===== config.mk =====
export PLATFORM = sky130hd
export DESIGN_NAME = pe_broadcast_recv_fsm_flat
export DESIGN_NICKNAME = d
export VERILOG_FILES = /design/src/rtl/pe_broadcast_recv_fsm_pkg.sv /design/src/rtl/pe_broadcast_recv_fsm_if.sv /design/src/rtl/pe_act_recv_fifo.sv /design/src/rtl/pe_broadcast_recv_fsm.sv /design/src/flat_wrapper.sv
export SDC_FILE = /design/constraint.sdc
export NUM_CORES = 1
export LEC_CHECK = 0
export CORE_UTILIZATION = 50
export DETAILED_ROUTE_END_ITERATION = 6
export PLACE_DENSITY_LB_ADDON = 0.25
export SYNTH_ARGS = -nofsm -noshare
export SYNTH_HDL_FRONTEND = slang
export SYNTH_SLANG_ARGS = --single-unit

===== constraint.sdc =====
create_clock -name clk -period 4.2 [get_ports clk]
set_input_delay 0.63 -clock clk [delete_from_list [all_inputs] [get_ports clk]]
set_output_delay 0.63 -clock clk [all_outputs]
set_load 0.01 [all_outputs]

===== src/rtl/pe_broadcast_recv_fsm_pkg.sv =====
// Shared definitions for the activation-broadcast receiver: field widths, finish-flag
// position and FSM state encoding, kept identical to the sending side.
package pe_broadcast_recv_fsm_pkg;

  localparam int DATA_W_DEF     = 16;
  localparam int ADDR_W_DEF     = 16;
  localparam int PE_IDX_W_DEF   = 6;
  localparam int ACT_IDX_W_DEF  = 6;
  localparam int NUM_PE_DEF     = 64;
  localparam int FIFO_DEPTH_DEF = 4;

  typedef enum logic [1:0] {
    ST_IDLE  = 2'd0,
    ST_RECV  = 2'd1,
    ST_DRAIN = 2'd2
  } recv_state_t;

  // Address bit that marks a packet as end-of-broadcast rather than activation data.
  function automatic int fin_bit(input int addr_w);
    return addr_w - 1;
  endfunction

endpackage


===== src/rtl/pe_broadcast_recv_fsm_if.sv =====
// Router-ejection and MAC-side handshake bundle for the broadcast receiver.
// slave = receiver view, master = router/MAC view.
interface pe_broadcast_recv_fsm_if
  import pe_broadcast_recv_fsm_pkg::*;
#(
  parameter int DATA_W = DATA_W_DEF,
  parameter int ADDR_W = ADDR_W_DEF,
  parameter int IDX_W  = ACT_IDX_W_DEF + PE_IDX_W_DEF
);
  logic              in_valid;
  logic [DATA_W-1:0] in_data;
  logic [ADDR_W-1:0] in_addr;
  logic              in_rdy;
  logic              out_valid;
  logic [DATA_W-1:0] out_data;
  logic [IDX_W-1:0]  out_idx;
  logic              out_rdy;

  modport master (
    output in_valid, in_data, in_addr, out_rdy,
    input  in_rdy, out_valid, out_data, out_idx
  );

  modport slave (
    input  in_valid, in_data, in_addr, out_rdy,
    output in_rdy, out_valid, out_data, out_idx
  );
endinterface


===== src/rtl/pe_act_recv_fifo.sv =====
// Synchronous FIFO holding decoded activations; head entry drives the outputs directly.
// Latency: pushed entry visible next cycle. Backpressure: full blocks push, push+pop legal below full.
module pe_act_recv_fifo #(
  parameter int W     = 28,
  parameter int DEPTH = 4
) (
  input  logic                   clk,
  input  logic                   rst,
  input  logic                   push,
  input  logic [W-1:0]           push_dat,
  input  logic                   pop,
  output logic                   full,
  output logic                   empty,
  output logic [W-1:0]           head_dat,
  output logic [$clog2(DEPTH):0] count
);
  localparam int AW = $clog2(DEPTH);

  logic [W-1:0] mem [DEPTH];
  logic [AW:0]  wr_ptr;
  logic [AW:0]  rd_ptr;
  logic         do_push;
  logic         do_pop;

  assign do_push  = push && !full;
  assign do_pop   = pop && !empty;
  // Extra pointer bit separates full from empty when the indices coincide.
  assign empty    = (wr_ptr == rd_ptr);
  assign full     = (wr_ptr[AW] != rd_ptr[AW]) && (wr_ptr[AW-1:0] == rd_ptr[AW-1:0]);
  assign count    = wr_ptr - rd_ptr;
  assign head_dat = mem[rd_ptr[AW-1:0]];

  always_ff @(posedge clk or posedge rst) begin
    if (rst) begin
      wr_ptr <= '0;
      rd_ptr <= '0;
      for (int i = 0; i < DEPTH; i++) mem[i] <= '0;
    end else begin
      if (do_push) begin
        mem[wr_ptr[AW-1:0]] <= push_dat;
        wr_ptr              <= wr_ptr + 1'b1;
      end
      if (do_pop) rd_ptr <= rd_ptr + 1'b1;
    end
  end
endmodule


===== src/rtl/pe_broadcast_recv_fsm.sv =====
// Broadcast receiver: queues activations for the MAC, counts finish packets, pulses layer_done.
// Latency: activation on out_* one cycle after accept. Backpressure: in_rdy drops when queue full
// or not receiving. Optional duplicate-finish bitmap under RECV_FINISH_CHECK_EN.
module pe_broadcast_recv_fsm
  import pe_broadcast_recv_fsm_pkg::*;
#(
  parameter int DATA_W     = DATA_W_DEF,
  parameter int ADDR_W     = ADDR_W_DEF,
  parameter int PE_IDX_W   = PE_IDX_W_DEF,
  parameter int ACT_IDX_W  = ACT_IDX_W_DEF,
  parameter int NUM_PE     = NUM_PE_DEF,
  parameter int FIFO_DEPTH = FIFO_DEPTH_DEF
) (
  input  logic                    clk,
  input  logic                    rst,
  input  logic                    layer_start,
  pe_broadcast_recv_fsm_if.slave  bus,
  output logic                    layer_done,
  output logic                    err_dup_fin
);
  localparam int IDX_W = ACT_IDX_W + PE_IDX_W;
  localparam int FW    = DATA_W + IDX_W;
  localparam int CNT_W = PE_IDX_W + 1;
  localparam int LW    = $clog2(FIFO_DEPTH) + 1;

  recv_state_t   state;
  logic [CNT_W-1:0] fin_cnt;
  logic          is_fin;
  logic          accept;
  logic          push;
  logic          pop;
  logic          fifo_full;
  logic          fifo_empty;
  logic          empty_next;
  logic          fin_counts;
  logic [FW-1:0] head;
  logic [LW-1:0] fifo_count;
  logic          unused_addr_bits;

  assign is_fin      = bus.in_addr[fin_bit(ADDR_W)];
  assign bus.in_rdy  = (state == ST_RECV) && !fifo_full;
  assign accept      = bus.in_valid && bus.in_rdy;
  assign push        = accept && !is_fin;
  assign pop         = bus.out_valid && bus.out_rdy;
  assign empty_next  = fifo_empty || ((fifo_count == LW'(1)) && pop);
  assign bus.out_valid = !fifo_empty;
  assign {bus.out_idx, bus.out_data} = head;
  assign unused_addr_bits = ^bus.in_addr[ADDR_W-2:IDX_W];

  pe_act_recv_fifo #(.W(FW), .DEPTH(FIFO_DEPTH)) u_fifo (
    .clk      (clk),
    .rst      (rst),
    .push     (push),
    .push_dat ({bus.in_addr[IDX_W-1:0], bus.in_data}),
    .pop      (pop),
    .full     (fifo_full),
    .empty    (fifo_empty),
    .head_dat (head),
    .count    (fifo_count)
  );

`ifdef RECV_FINISH_CHECK_EN
  logic [PE_IDX_W-1:0] fin_src;
  logic [NUM_PE-1:0]   fin_map;
  logic [NUM_PE-1:0]   src_oh;
  logic                err_q;

  assign fin_src = bus.in_data[PE_IDX_W-1:0];
  always_comb begin
    src_oh = '0;
    for (int i = 0; i < NUM_PE; i++) src_oh[i] = (fin_src == PE_IDX_W'(i));
  end
  // Out-of-range sources give an all-zero one-hot and are rejected like duplicates.
  assign fin_counts  = (|src_oh) && !(|(fin_map & src_oh));
  assign err_dup_fin = err_q;
`else
  assign fin_counts  = 1'b1;
  assign err_dup_fin = 1'b0;
`endif

  always_ff @(posedge clk or posedge rst) begin
    if (rst) begin
      state      <= ST_IDLE;
      fin_cnt    <= '0;
      layer_done <= 1'b0;
`ifdef RECV_FINISH_CHECK_EN
      fin_map    <= '0;
      err_q      <= 1'b0;
`endif
    end else begin
      layer_done <= 1'b0;
      case (state)
        ST_IDLE: begin
          if (layer_start) begin
            state   <= ST_RECV;
            fin_cnt <= '0;
`ifdef RECV_FINISH_CHECK_EN
            fin_map <= '0;
            err_q   <= 1'b0;
`endif
          end
        end
        ST_RECV: begin
          if (accept && is_fin) begin
            if (fin_counts) begin
`ifdef RECV_FINISH_CHECK_EN
              fin_map <= fin_map | src_oh;
`endif
              if (fin_cnt == CNT_W'(NUM_PE - 1)) begin
                state      <= ST_DRAIN;
                layer_done <= empty_next;
              end else begin
                fin_cnt <= fin_cnt + 1'b1;
              end
            end
`ifdef RECV_FINISH_CHECK_EN
            else begin
              err_q <= 1'b1;
            end
`endif
          end
        end
        ST_DRAIN: begin
          // layer_done is high during the one DRAIN cycle that sees an empty queue.
          if (fifo_empty) state <= ST_IDLE;
          else            layer_done <= empty_next;
        end
        default: state <= ST_IDLE;
      endcase
    end
  end
endmodule


===== src/flat_wrapper.sv =====
// flat-port wrapper written by rule: the top's interface ports become plain ports
module pe_broadcast_recv_fsm_flat import pe_broadcast_recv_fsm_pkg::*;
#(
  parameter int DATA_W     = DATA_W_DEF,
  parameter int ADDR_W     = ADDR_W_DEF,
  parameter int PE_IDX_W   = PE_IDX_W_DEF,
  parameter int ACT_IDX_W  = ACT_IDX_W_DEF,
  parameter int NUM_PE     = NUM_PE_DEF,
  parameter int FIFO_DEPTH = FIFO_DEPTH_DEF
)
  (clk, rst, layer_start, layer_done, err_dup_fin, bus_in_valid, bus_in_data, bus_in_addr, bus_out_rdy, bus_in_rdy, bus_out_valid, bus_out_data, bus_out_idx);
  pe_broadcast_recv_fsm_if #(.DATA_W(DATA_W), .ADDR_W(ADDR_W)) bus_i ();
  input  logic clk;
  input  logic rst;
  input  logic layer_start;
  output logic layer_done;
  output logic err_dup_fin;
  input wire logic [$bits(bus_i.in_valid)-1:0] bus_in_valid;
  input wire logic [$bits(bus_i.in_data)-1:0] bus_in_data;
  input wire logic [$bits(bus_i.in_addr)-1:0] bus_in_addr;
  input wire logic [$bits(bus_i.out_rdy)-1:0] bus_out_rdy;
  output wire logic [$bits(bus_i.in_rdy)-1:0] bus_in_rdy;
  output wire logic [$bits(bus_i.out_valid)-1:0] bus_out_valid;
  output wire logic [$bits(bus_i.out_data)-1:0] bus_out_data;
  output wire logic [$bits(bus_i.out_idx)-1:0] bus_out_idx;
  assign bus_i.in_valid = bus_in_valid;
  assign bus_i.in_data = bus_in_data;
  assign bus_i.in_addr = bus_in_addr;
  assign bus_i.out_rdy = bus_out_rdy;
  assign bus_in_rdy = bus_i.in_rdy;
  assign bus_out_valid = bus_i.out_valid;
  assign bus_out_data = bus_i.out_data;
  assign bus_out_idx = bus_i.out_idx;
  pe_broadcast_recv_fsm #(.DATA_W(DATA_W), .ADDR_W(ADDR_W), .PE_IDX_W(PE_IDX_W), .ACT_IDX_W(ACT_IDX_W), .NUM_PE(NUM_PE), .FIFO_DEPTH(FIFO_DEPTH)) u_core (.clk(clk), .rst(rst), .layer_start(layer_start), .bus(bus_i), .layer_done(layer_done), .err_dup_fin(err_dup_fin));
endmodule

After elaboration in Yosys (flattened, before gate mapping) --
Index checks and enable logic that the tools add are counted.
Storage, ports and cells: bits of input ports 37, RAM bits 0, word-level logic and storage cells 67, ROM bits 0, memories kept 0, bits in registers 128, output and inout bits 32, bits in latches 0
Cells by class: $lt $le $gt $ge 3, $mul 0, divide/modulo/power cells 0, add/subtract/negate cells 4, multiplexer cells 19, bitwise gates (word level) 2, shift operators 0, equality and inequality tests 12, reductions and logical operators 18
Operators with widths (count):
- 112-bit bitwise mux | 1
- 28-bit 2-to-1 mux | 3
- 28-bit binary-select mux with 2-bit select | 1
- 28-bit demux with 2-bit select | 1
- 7-bit 2-to-1 mux | 3
- 7-bit case mux with 2 select lines | 1
- 1-bit logical AND | 10
- 2-bit 2-to-1 mux | 4
- 2-bit inequality test, second input constant | 4
- 4-bit AND reduction | 2
- 7-bit by 1-bit adder with 7-bit output, second input constant | 1
- 7-bit by 6-bit == test with 1-bit output, second input constant | 1
- 3-bit by 1-bit adder with 3-bit output, second input constant | 2
- 3-bit >= comparator, second input constant | 2
- 2-bit inverter with 3-bit output | 2
- 2-bit case mux with 3 select lines | 1
- 3-bit by 1-bit == test with 1-bit output, second input constant | 1
- 3-bit == test | 1
- 1-bit logical NOT | 3
- 3-bit by 1-bit less-than comparator with 1-bit output, second input constant | 1
- 1-bit 2-to-1 mux | 3
- 3-bit subtractor | 1
- 2-bit by 1-bit == test with 1-bit output, second input constant | 1
- 2-bit == test | 1
- other kinds (7) | 7

Longest topological paths before layout --
Gate-level depths: netlist of run 1.
depth after elaboration 8, depth in mapped cells 10, depth with buffers taken out 6

Hierarchy --
Synthesis of run 1 repeated with hierarchy kept, for this count alone.
Unflattened totals: cell total of the unflattened synthesis 382, area, all modules 5910.7 um^2
Modules (own cells, without submodules):
- pe_act_recv_fifo | cells an instance 316, sequential area each 2952.8 um^2, area each 5292.6 um^2, times used 1
- pe_broadcast_recv_fsm | cells an instance 66, sequential area each 250.2 um^2, area each 618.1 um^2, times used 1

Worst setup path before layout of run 1 --
OpenSTA, ideal clock, no wires.
kind reg2out, from register u_core.u_fifo.rd_ptr[1], to output bus_in_rdy, path buffers 2, arrival 1.753 ns, cell stages (with the launch flop) 8, required time 3.570 ns, path slack 1.817 ns, cells stage by stage dfrtp_1 clkbuf_1 inv_1 ha_1 nand2_1 o21ai_0 clkbuf_1 inv_1
Between the ends: word-level cells in the longest chain between the ends 4
RTL lines:
- start, declared | RTL line pe_act_recv_fifo.sv:21 | logic [AW:0] rd_ptr;
- start signal, assigned | RTL line pe_act_recv_fifo.sv:43 | if (do_pop) rd_ptr <= rd_ptr + 1'b1;
- 2-bit == test | RTL line pe_act_recv_fifo.sv:29 | assign full = (wr_ptr[AW] != rd_ptr[AW]) && (wr_ptr[AW-1:0] == rd_ptr[AW-1:0]);
- 1-bit logical AND | RTL line pe_act_recv_fifo.sv:29
- 1-bit logical NOT | RTL line pe_broadcast_recv_fsm.sv:41 | assign bus.in_rdy = (state == ST_RECV) && !fifo_full;
- 1-bit logical AND | RTL line pe_broadcast_recv_fsm.sv:41
- end, declared | RTL line flat_wrapper.sv:22 | output wire logic [$bits(bus_i.in_rdy)-1:0] bus_in_rdy;
No other way between the ends.

Worst setup path in the final report of run 1 --
from register u_core.u_fifo.rd_ptr[0], to output bus_out_idx[1]
Between the ends: word-level cells in the longest chain between the ends 4
RTL lines:
- 2-bit inverter with 3-bit output (not written as such) | RTL line pe_act_recv_fifo.sv:31 | assign head_dat = mem[rd_ptr[AW-1:0]];
- 28-bit binary-select mux with 2-bit select | RTL line pe_act_recv_fifo.sv:31
- 28-bit 2-to-1 mux (not written as such) (2 in series) | RTL line pe_act_recv_fifo.sv:31
- end, declared | RTL line flat_wrapper.sv:25 | output wire logic [$bits(bus_i.out_idx)-1:0] bus_out_idx;
No other way between the ends. The select of a mux whose other input is x is not followed.

==> flow_metrics.py, run 1 <==
metrics = {
    "status": {
        "status": "complete, no violations",
    },
    "synthesis": {
        "synthCells": 374,
        "synth_top_area_share_pct": 54.8,
        "yosys_warnings": 0,
        "yosysUniqueCellTypes": 39,
        "yosys_register_bits": 128,
        "syn_nets": 423,
        "post_synth.cell_area_avg_um2": 15.6,
        "synth-main-ff-cell": "dfrtp_1",
        "syn_area_um2": 5840,
        "ys_seq_area_share_pct": 54.8,
        "synthArstFlopShare_pct": 100,
        "synth_area_leaders": "dfrtp_1 (55%), mux2_2 (22%), mux4_2 (11%)",
        "synth-edff-count": 0,
        "yosysTopAreaCell": "dfrtp_1",
    },
    "worst_hold_path": {
        "min_path_type": "reg -> reg",
    },
    "clock_network": {
        "cts_sinks": 128,
        "post_cts_resize_count": 0,
        "htree_levels": 4,
        "cts_hold_buf": 0,
        "clk_transition_reported_paths_ns": 0.05,
        "cts_root_buf": "clkbuf_16",
        "cts_tree": "yes",
        "worst_skew_pair.late_latency_ns": 0.41,
        "cts_max_path_buffers": 2,
        "tritoncts.num_buffers": 17,
        "post_cts_buffers": 0,
    },
    "placed_design": {
        "globalplace.congestion": 0.795,
        "io_buffers": 64,
        "dp_hpwl_um": 7010,
    },
    "critical_path": {
        "cp_max_fo": 16,
        "critPathKind": "reg -> out",
        "end_kind": "output pin",
        "rrSetupSlack_ns": 1.51,
        "cp.arrival_ns": 2.63,
        "cp_data_required_time_ns": 3.57,
        "start_kind": "flip-flop",
    },
    "grt": {
        "grt_start_max_net_pins": 46,
        "grt_pass1_wl_um": 18200,
        "grt_pass1_vias": 3557,
        "overflow": 0,
        "antenna_found_initial": 0,
        "grt_usage_pct": 20.7,
    },
    "die": {
        "io_pins": 69,
        "die_h_um": 110,
        "die-area_um2": 12100,
        "rows": 39,
        "start_util_pct": 51.2,
        "fp.dieW_um": 110,
        "core_area_um2": 11400,
    },
    "pwr": {
        "ir_worst_vdd_mv": 0.455,
        "power_leakage_nw": 3.14,
        "p_per_area_nw_per_um2": 833,
    },
    "sta": {
        "setup_violations": 0,
        "fmax_ghz": 0.307,
        "drv_slew": 0,
        "setup_tns_ns": 0,
        "rsz0062_at_grt": "no",
        "finClkSkew_ns": 0.0134,
        "hold_viol": 0,
        "period_share_pct": 77.5,
        "relSlewSlack_pct": 44.9,
        "fin_crit_ns": 3.26,
        "tightest_slew_ns": 0.823,
    },
    "route": {
        "wire_per_inst_um": 19.0,
        "drtAntennaViolNets": 0,
        "drc": 0,
        "detail_route.vias_per_cell": 5.67,
        "dr.pass1.iters": 4,
        "wl_um": 11400,
        "drtIter0Drc": 155,
        "via_count": 3392,
    },
    "finish": {
        "num_antenna_cells": 0,
        "drive_above_1_share_pct": 40.0,
        "layout_common_cells": "dfrtp_1 (127), mux2_2 (114), clkdlybuf4s50_1 (64)",
        "final_core_util_pct": 63.2,
        "mostFrequentLayoutCell": "dfrtp_1",
        "nNetsFinal": 496,
        "areaGrowthSynthToFinish_pct": 23.5,
    },
    "job": {
        "maxCapViolations": 0,
    },
}
critical path, cell delays in order (launching register included):
cell and delay [ns]:
dfrtp_2 0.70, buf_4 0.44, mux4_2 0.57, clkdlybuf4s50_1 0.51
area by class of cell:
cell class,count,area [um2]
multi-input cells,217,2480
flip-flops and latches,128,3200
repair buffers,72,701
clock inverters,6,134
inverters,11,43.8
clock buffers,21,470
well taps,143,179
fillers,868,4200
cell usage after synthesis, types with 2 or more instances:
cell and number:
o211ai_1 3, inv_1 11, nor3_1 2, o21ai_0 2
buf_4 9, nand2_1 15, xnor2_1 5, buf_2 4
mux2_2 114, clkbuf_1 4, mux2i_1 4, nand2_2 3
dfrtp_1 128, ha_1 11, a21oi_1 2, nand3_1 7
mux4_2 28
state kept, by name (all words and copies together), names as in the netlist:
register	flops
u_core.fin_cnt	7
u_core.layer_done	1
u_core.u_fifo.mem	112
u_core.u_fifo.rd_ptr	3
u_core.u_fifo.wr_ptr	3
u_core.state	2
cell families (layout without fill, tap and decap cells):
group                      after synthesis  after routing  share of synthesized area (%)
muxes                                  146            146                           33.5
DFF                                    128            128                           54.8
and+or+nand+nor                         35             35                           3.00
buffers and inverters                   29            110                           2.66
AOI/OAI and AO/OA                       17             17                           2.27
adders and majority gates               12             12                           2.70
xor gates and xnor gates                 6              6                           1.03
other                                    1              1                         0.0642
worst paths after layout:
| path | startpoint | endpoint | cells past startpoint |
|---|---|---|---|
| setup reg to reg | u_core.u_fifo.rd_ptr[0]$_DFFE_PP0P_ | u_core.u_fifo.mem[56]$_DFFE_PP0P_ | 5 |
| max in group asynchronous | rst | u_core.u_fifo.mem[23]$_DFFE_PP0P_ | 3 |
| setup / recovery | u_core.u_fifo.rd_ptr[0]$_DFFE_PP0P_ | bus_out_idx[1] | 3 |
| min in group asynchronous | rst | u_core.u_fifo.mem[97]$_DFFE_PP0P_ | 2 |
| hold reg to reg | u_core.u_fifo.mem[23]$_DFFE_PP0P_ | u_core.u_fifo.mem[23]$_DFFE_PP0P_ | 1 |
| hold / removal | u_core.u_fifo.mem[23]$_DFFE_PP0P_ | u_core.u_fifo.mem[23]$_DFFE_PP0P_ | 1 |
per-stage QoR:
step	std cells	cell area, um2	hold slack, ns	power [mW]	worst slack, ns
floorplan	374	5840	0.474	3.61	0.157
global placement	571	6610	0.481	4.42	1.33
detailed placement	571	6610	0.488	4.52	1.31
CTS	598	7220	0.500	6.07	0.852
global route	598	7220	0.506	6.36	0.774
finish	598	7220	0.497	6.01	0.943
where the power goes:
part	leakage (nW)	switching (mW)	internal, mW
Sequential	1.58	0.338	1.81
Combinational	1.26	0.901	1.46
Clock	0.297	0.486	1.02
Total	3.14	1.73	4.29
layer usage:
layer / share of wire (%) / GRT usage [%]
met5: 0 / 0
met4: 1.0 / 7.99
met3: 4.6 / 6.64
met2: 52 / 34.4
met1: 43 / 25.4
(Power assumes the default switching activity.)
==> run 2: changes to the inputs <==
CORE_UTILIZATION = 56   (was 50)
clock period = 3.3 ns   (was 4.2 ns; I/O delays follow)
==> run 2 against run 1 <==
  * Clock skew fell by 0.0019 ns
  * First-iteration DRC count down 42%
  * Combinational power increased by 30%
  * Wire length shrank 0.86%
  * Flip-flop and latch count is the same
  * Largest cell class unchanged
  * Setup slack worse by 0.65 ns
  * Non-clock buffer count rose by 2
==> flow_metrics.py, run 2 (synthesized netlist as in run 1, its figures left out) <==
metrics = {
    "sta": {
        "relSlewSlack_pct": 39.0,
        "setup_tns_ns": 0,
        "tightest_slew_ns": 0.913,
        "period_share_pct": 91.1,
        "hold_viol": 0,
        "rsz0062_at_grt": "no",
        "setup_violations": 0,
        "drv_slew": 0,
        "fin_crit_ns": 3.01,
        "finClkSkew_ns": 0.0116,
        "fmax_ghz": 0.333,
    },
    "finish": {
        "largest_register_ffs": 112,
        "drive_above_1_share_pct": 41.1,
        "regMostFlops": "u_core.u_fifo.mem",
        "nFillCells": 631,
        "nNetsFinal": 498,
        "final_core_util_pct": 73.5,
        "num_antenna_cells": 0,
        "mostFrequentLayoutCell": "dfrtp_1",
        "areaGrowthSynthToFinish_pct": 25.2,
        "top_regs": "u_core.u_fifo.mem (112), u_core.fin_cnt (7)",
        "layout_common_cells": "dfrtp_1 (126), mux2_2 (114), clkdlybuf4s50_1 (64)",
    },
    "status": {
        "status": "complete, no violations",
    },
    "critical_path": {
        "path_cells": "buf_4, mux4_2, clkdlybuf4s50_1",
        "cp_max_fo": 30,
        "crit_path_top_delay_cell": "mux4_2",
        "cp.arrival_ns": 2.51,
        "rrSetupSlack_ns": 0.80,
        "start_kind": "flip-flop",
        "critPathKind": "reg -> out",
        "cp_slowest_stage_delay_ns": 0.61,
        "cp_data_required_time_ns": 2.80,
        "end_kind": "output pin",
    },
    "clock_network": {
        "clk_transition_reported_paths_ns": 0.06,
        "cts_hold_buf": 0,
        "worst_skew_pair.late_latency_ns": 0.52,
        "tritoncts.num_buffers": 17,
        "post_cts_buffers": 0,
        "post_cts_resize_count": 0,
        "cts_sinks": 128,
        "htree_levels": 4,
        "cts_root_buf": "clkbuf_8",
        "cts_tree": "yes",
        "cts_max_path_buffers": 2,
    },
    "die": {
        "die-area_um2": 10800,
        "fp.dieW_um": 104,
        "core_area_um2": 9950,
        "die_h_um": 104,
        "start_util_pct": 58.7,
        "io_pins": 69,
        "rows": 36,
    },
    "route": {
        "via_count": 3367,
        "drtIter0Drc": 90,
        "drtAntennaViolNets": 0,
        "detail_route.vias_per_cell": 5.66,
        "drc": 0,
        "wire_per_inst_um": 19.0,
        "wl_um": 11300,
        "dr.pass1.iters": 4,
    },
    "placed_design": {
        "dp_hpwl_um": 6810,
        "io_buffers": 64,
        "globalplace.congestion": 0.791,
    },
    "grt": {
        "overflow": 0,
        "antenna_found_initial": 0,
        "grt_usage_pct": 22.8,
        "grt_start_max_net_pins": 46,
        "grt_pass1_vias": 3640,
        "grt_pass1_wl_um": 18800,
    },
    "pwr": {
        "power_leakage_nw": 3.18,
        "p_per_area_nw_per_um2": 1050,
        "ir_worst_vdd_mv": 0.614,
    },
    "job": {
        "maxCapViolations": 0,
    },
    "worst_hold_path": {
        "min_path_type": "reg -> reg",
    },
}
## run 2: changes by cell type in the layout (fill, tap and decap cells not counted), sizes merged
cell,before,now
clkinvlp,0,3
buf,8,10
clkbuf,21,23
clkinv,2,3
inv,11,10
## run 2: critical path, delay by kind of cell (launching register included)
kind	cells	cell delay, ns
muxes	1	0.61
DFF	1	0.36
buffers and inverters	2	1.01
## run 2: metrics by stage
stage	std cells	total power [mW]	hold WS [ns]	cell area (um2)	worst slack, ns
3_3_place_gp	563	5.63	0.482	6680	0.757
5_1_grt	595	8.14	0.508	7310	0.165
3_5_place_dp	563	5.75	0.487	6680	0.722
6_report	595	7.70	0.497	7310	0.294
4_1_cts	595	7.79	0.500	7310	0.236
2_1_floorplan	374	4.59	0.474	5850	0.952
## run 2: area by class of cell
type	instances	area (um2)	area share, %
Clock buffer	23	477	6.52
Clock inverter	9	154	2.10
Inverter	11	45.0	0.616
Multi-Input combinational cell	217	2490	34.0
Sequential cell	128	3210	43.8
Tap cell	133	166	2.28
Timing Repair Buffer	74	778	10.6
## run 2: path summary, 6_finish.rpt
kind                                                startpoint                                end  cells after the start
max                        u_core.u_fifo.rd_ptr[0]$_DFFE_PP0P_                   bus_out_data[13]                      3
min                          u_core.u_fifo.mem[48]$_DFFE_PP0P_  u_core.u_fifo.mem[48]$_DFFE_PP0P_                      1
max reg2reg                u_core.u_fifo.wr_ptr[0]$_DFFE_PP0P_  u_core.u_fifo.mem[24]$_DFFE_PP0P_                      7
min reg2reg                  u_core.u_fifo.mem[48]$_DFFE_PP0P_  u_core.u_fifo.mem[48]$_DFFE_PP0P_                      1
max in group asynchronous                                  rst  u_core.u_fifo.mem[36]$_DFFE_PP0P_                      3
min in group asynchronous                                  rst  u_core.u_fifo.mem[37]$_DFFE_PP0P_                      2
## run 2: per-layer routing
metal | share of wire [%] | global-route usage, % | up-vias
li1 | - | - | 1538
met1 | 43 | 29.2 | 1754
met5 | 0 | 0 | -
met2 | 52 | 38.1 | 63
met3 | 4.0 | 6.02 | 12
met4 | 1.1 | 6.94 | 0
## run 2: power breakdown
part / internal, mW / leakage, nW / switching (mW)
clock: 1.31 / 0.304 / 0.658
combinational: 1.88 / 1.29 / 1.18
sequential: 2.30 / 1.58 / 0.382
==> run 3: changes to the inputs <==
CAP_MARGIN = 20   (was default)
CORE_ASPECT_RATIO = 1.2   (was default)
==> run 3 against run 2 <==
  * Die area barely moved
  * Flip-flop and latch count did not move
  * Global-route usage rose by 0.42 points
  * Via count rose by 1.9%
  * Sequential power barely moved
  * Sequential share of layout area rose by 0.66 points
  * Wire length fell by 2.7%
  * Total power fell by 2.5%
  * Combinational power barely moved
  * Register-to-register slack improved by 0.02 ns
  * Clock power fell by 11%
  * Largest cell class unchanged
  * Highest routed layer unchanged
==> flow_metrics.py, run 3 (synthesized netlist as in run 1, its figures left out) <==
metrics = {
    "worst_hold_path": {
        "min_path_type": "reg -> reg",
        "min_to": "u_core.u_fifo.mem[45]$_DFFE_PP0P_",
        "worstHoldStart": "u_core.u_fifo.mem[45]$_DFFE_PP0P_",
        "hold_depth": 1,
    },
    "grt": {
        "antenna_found_initial": 0,
        "grt_usage_pct": 23.2,
        "grt_pass1_wl_um": 18400,
        "overflow": 0,
        "grt_pass1_vias": 3778,
        "grt_start_max_net_pins": 69,
    },
    "sta": {
        "finalWorstSetupSlack_ns": 0.516,
        "setup_violations": 0,
        "rsz0062_at_grt": "no",
        "fin_crit_ns": 2.78,
        "setup_tns_ns": 0,
        "tightest_slew_ns": 0.848,
        "period_share_pct": 84.4,
        "hold_slack_ns": 0.499,
        "fmax_ghz": 0.359,
        "drv_slew": 0,
        "relSlewSlack_pct": 43.5,
        "hold_viol": 0,
        "finClkSkew_ns": 0.00687,
    },
    "critical_path": {
        "worstReg2RegStart": "u_core.u_fifo.rd_ptr[0]$_DFFE_PP0P_",
        "rrSetupSlack_ns": 0.82,
        "cp_max_fo": 23,
        "startpoint": "u_core.u_fifo.rd_ptr[0]$_DFFE_PP0P_",
        "critPathKind": "reg -> out",
        "cp_data_required_time_ns": 2.80,
        "cp.arrival_ns": 2.29,
        "rr_endpoint": "u_core.u_fifo.mem[14]$_DFFE_PP0P_",
        "start_kind": "flip-flop",
        "reg2reg_depth": 6,
        "end_kind": "output pin",
    },
    "die": {
        "core_area_um2": 10100,
        "fp.dieW_um": 95.2,
        "die-area_um2": 10800,
        "start_util_pct": 58.1,
        "die_h_um": 114,
        "io_pins": 69,
        "rows": 40,
    },
    "clock_network": {
        "post_cts_buffers": 0,
        "cts_root_buf": "clkbuf_16",
        "worst_skew_pair.late_latency_ns": 0.41,
        "cts_tree": "yes",
        "post_cts_resize_count": 0,
        "htree_levels": 4,
        "cts_hold_buf": 0,
        "clk_transition_reported_paths_ns": 0.05,
        "tritoncts.num_buffers": 17,
        "cts_max_path_buffers": 2,
        "cts_sinks": 128,
    },
    "route": {
        "drtAntennaViolNets": 0,
        "drtIter0Drc": 137,
        "drc": 0,
        "wire_per_inst_um": 18.7,
        "detail_route.vias_per_cell": 5.84,
        "via_count": 3430,
        "dr.pass1.iters": 4,
        "wl_um": 11000,
    },
    "placed_design": {
        "io_buffers": 64,
        "globalplace.congestion": 0.816,
        "dp_hpwl_um": 6750,
        "pre_cts_ws_ns": 0.842,
    },
    "finish": {
        "nNetsFinal": 497,
        "regMostFlops": "u_core.u_fifo.mem",
        "mostFrequentLayoutCell": "dfrtp_1",
        "drive_above_1_share_pct": 39.3,
        "largest_register_ffs": 112,
        "top_regs": "u_core.u_fifo.mem (112), u_core.fin_cnt (7)",
        "final_core_util_pct": 71.6,
        "areaGrowthSynthToFinish_pct": 23.3,
        "num_antenna_cells": 0,
        "layout_common_cells": "dfrtp_1 (127), mux2_2 (114), clkdlybuf4s50_1 (64)",
    },
    "job": {
        "maxCapViolations": 0,
    },
    "pwr": {
        "power_mw": 7.51,
        "ir_worst_vdd_mv": 0.578,
        "power_leakage_nw": 3.13,
        "p_per_area_nw_per_um2": 1040,
    },
    "status": {
        "status": "complete, no violations",
    },
}
==> run 3: cell type report <==
| cell class | instances | area [um2] |
|---|---|---|
| Inverter | 11 | 45.0 |
| Timing Repair Buffer | 73 | 758 |
| Clock buffer | 26 | 469 |
| Clock inverter | 6 | 82.6 |
| Sequential cell | 128 | 3200 |
| Multi-Input combinational cell | 217 | 2480 |
| Fill cell | 670 | 2860 |
| Tap cell | 126 | 158 |
==> run 3: how the worst max path moves through the flow <==
stage | to | cells past startpoint
6_report | bus_out_idx[11] | 3
5_1_grt | bus_in_rdy | 6
4_1_cts | bus_out_idx[11] | 3
3_5_place_dp | u_core.u_fifo.mem[101]$_DFFE_PP0P_ | 5
3_3_place_gp | u_core.u_fifo.mem[8]$_DFFE_PP0P_ | 6
2_1_floorplan | u_core.u_fifo.mem[10]$_DFFE_PP0P_ | 10
==> run 3: power by group <==
group | internal (mW) | switching (mW)
Sequential | 2.30 | 0.407
Combinational | 1.89 | 1.16
Clock | 1.13 | 0.625
Total | 5.32 | 2.19
==> run 3: metrics by stage <==
step / instances / cell area [um2]
after global routing: 587 / 7200
final: 587 / 7200
after detailed placement: 555 / 6650
after CTS: 587 / 7200
after floorplan: 374 / 5850
after global placement: 555 / 6650
==> run 3: layer usage <==
layer	vias up	GRT usage [%]	part of all wire (%)
met5	-	0	0
met4	0	9.19	1.6
met3	16	7.47	4.6
met2	68	36.9	52
met1	1809	29.4	42
li1	1537	-	-
==> run 3: worst max-delay path, cell delays in order (launching register included) <==
cell and delay, ns:
dfrtp_2 0.54, buf_12 0.26, mux4_2 0.56, clkdlybuf4s50_1 0.50
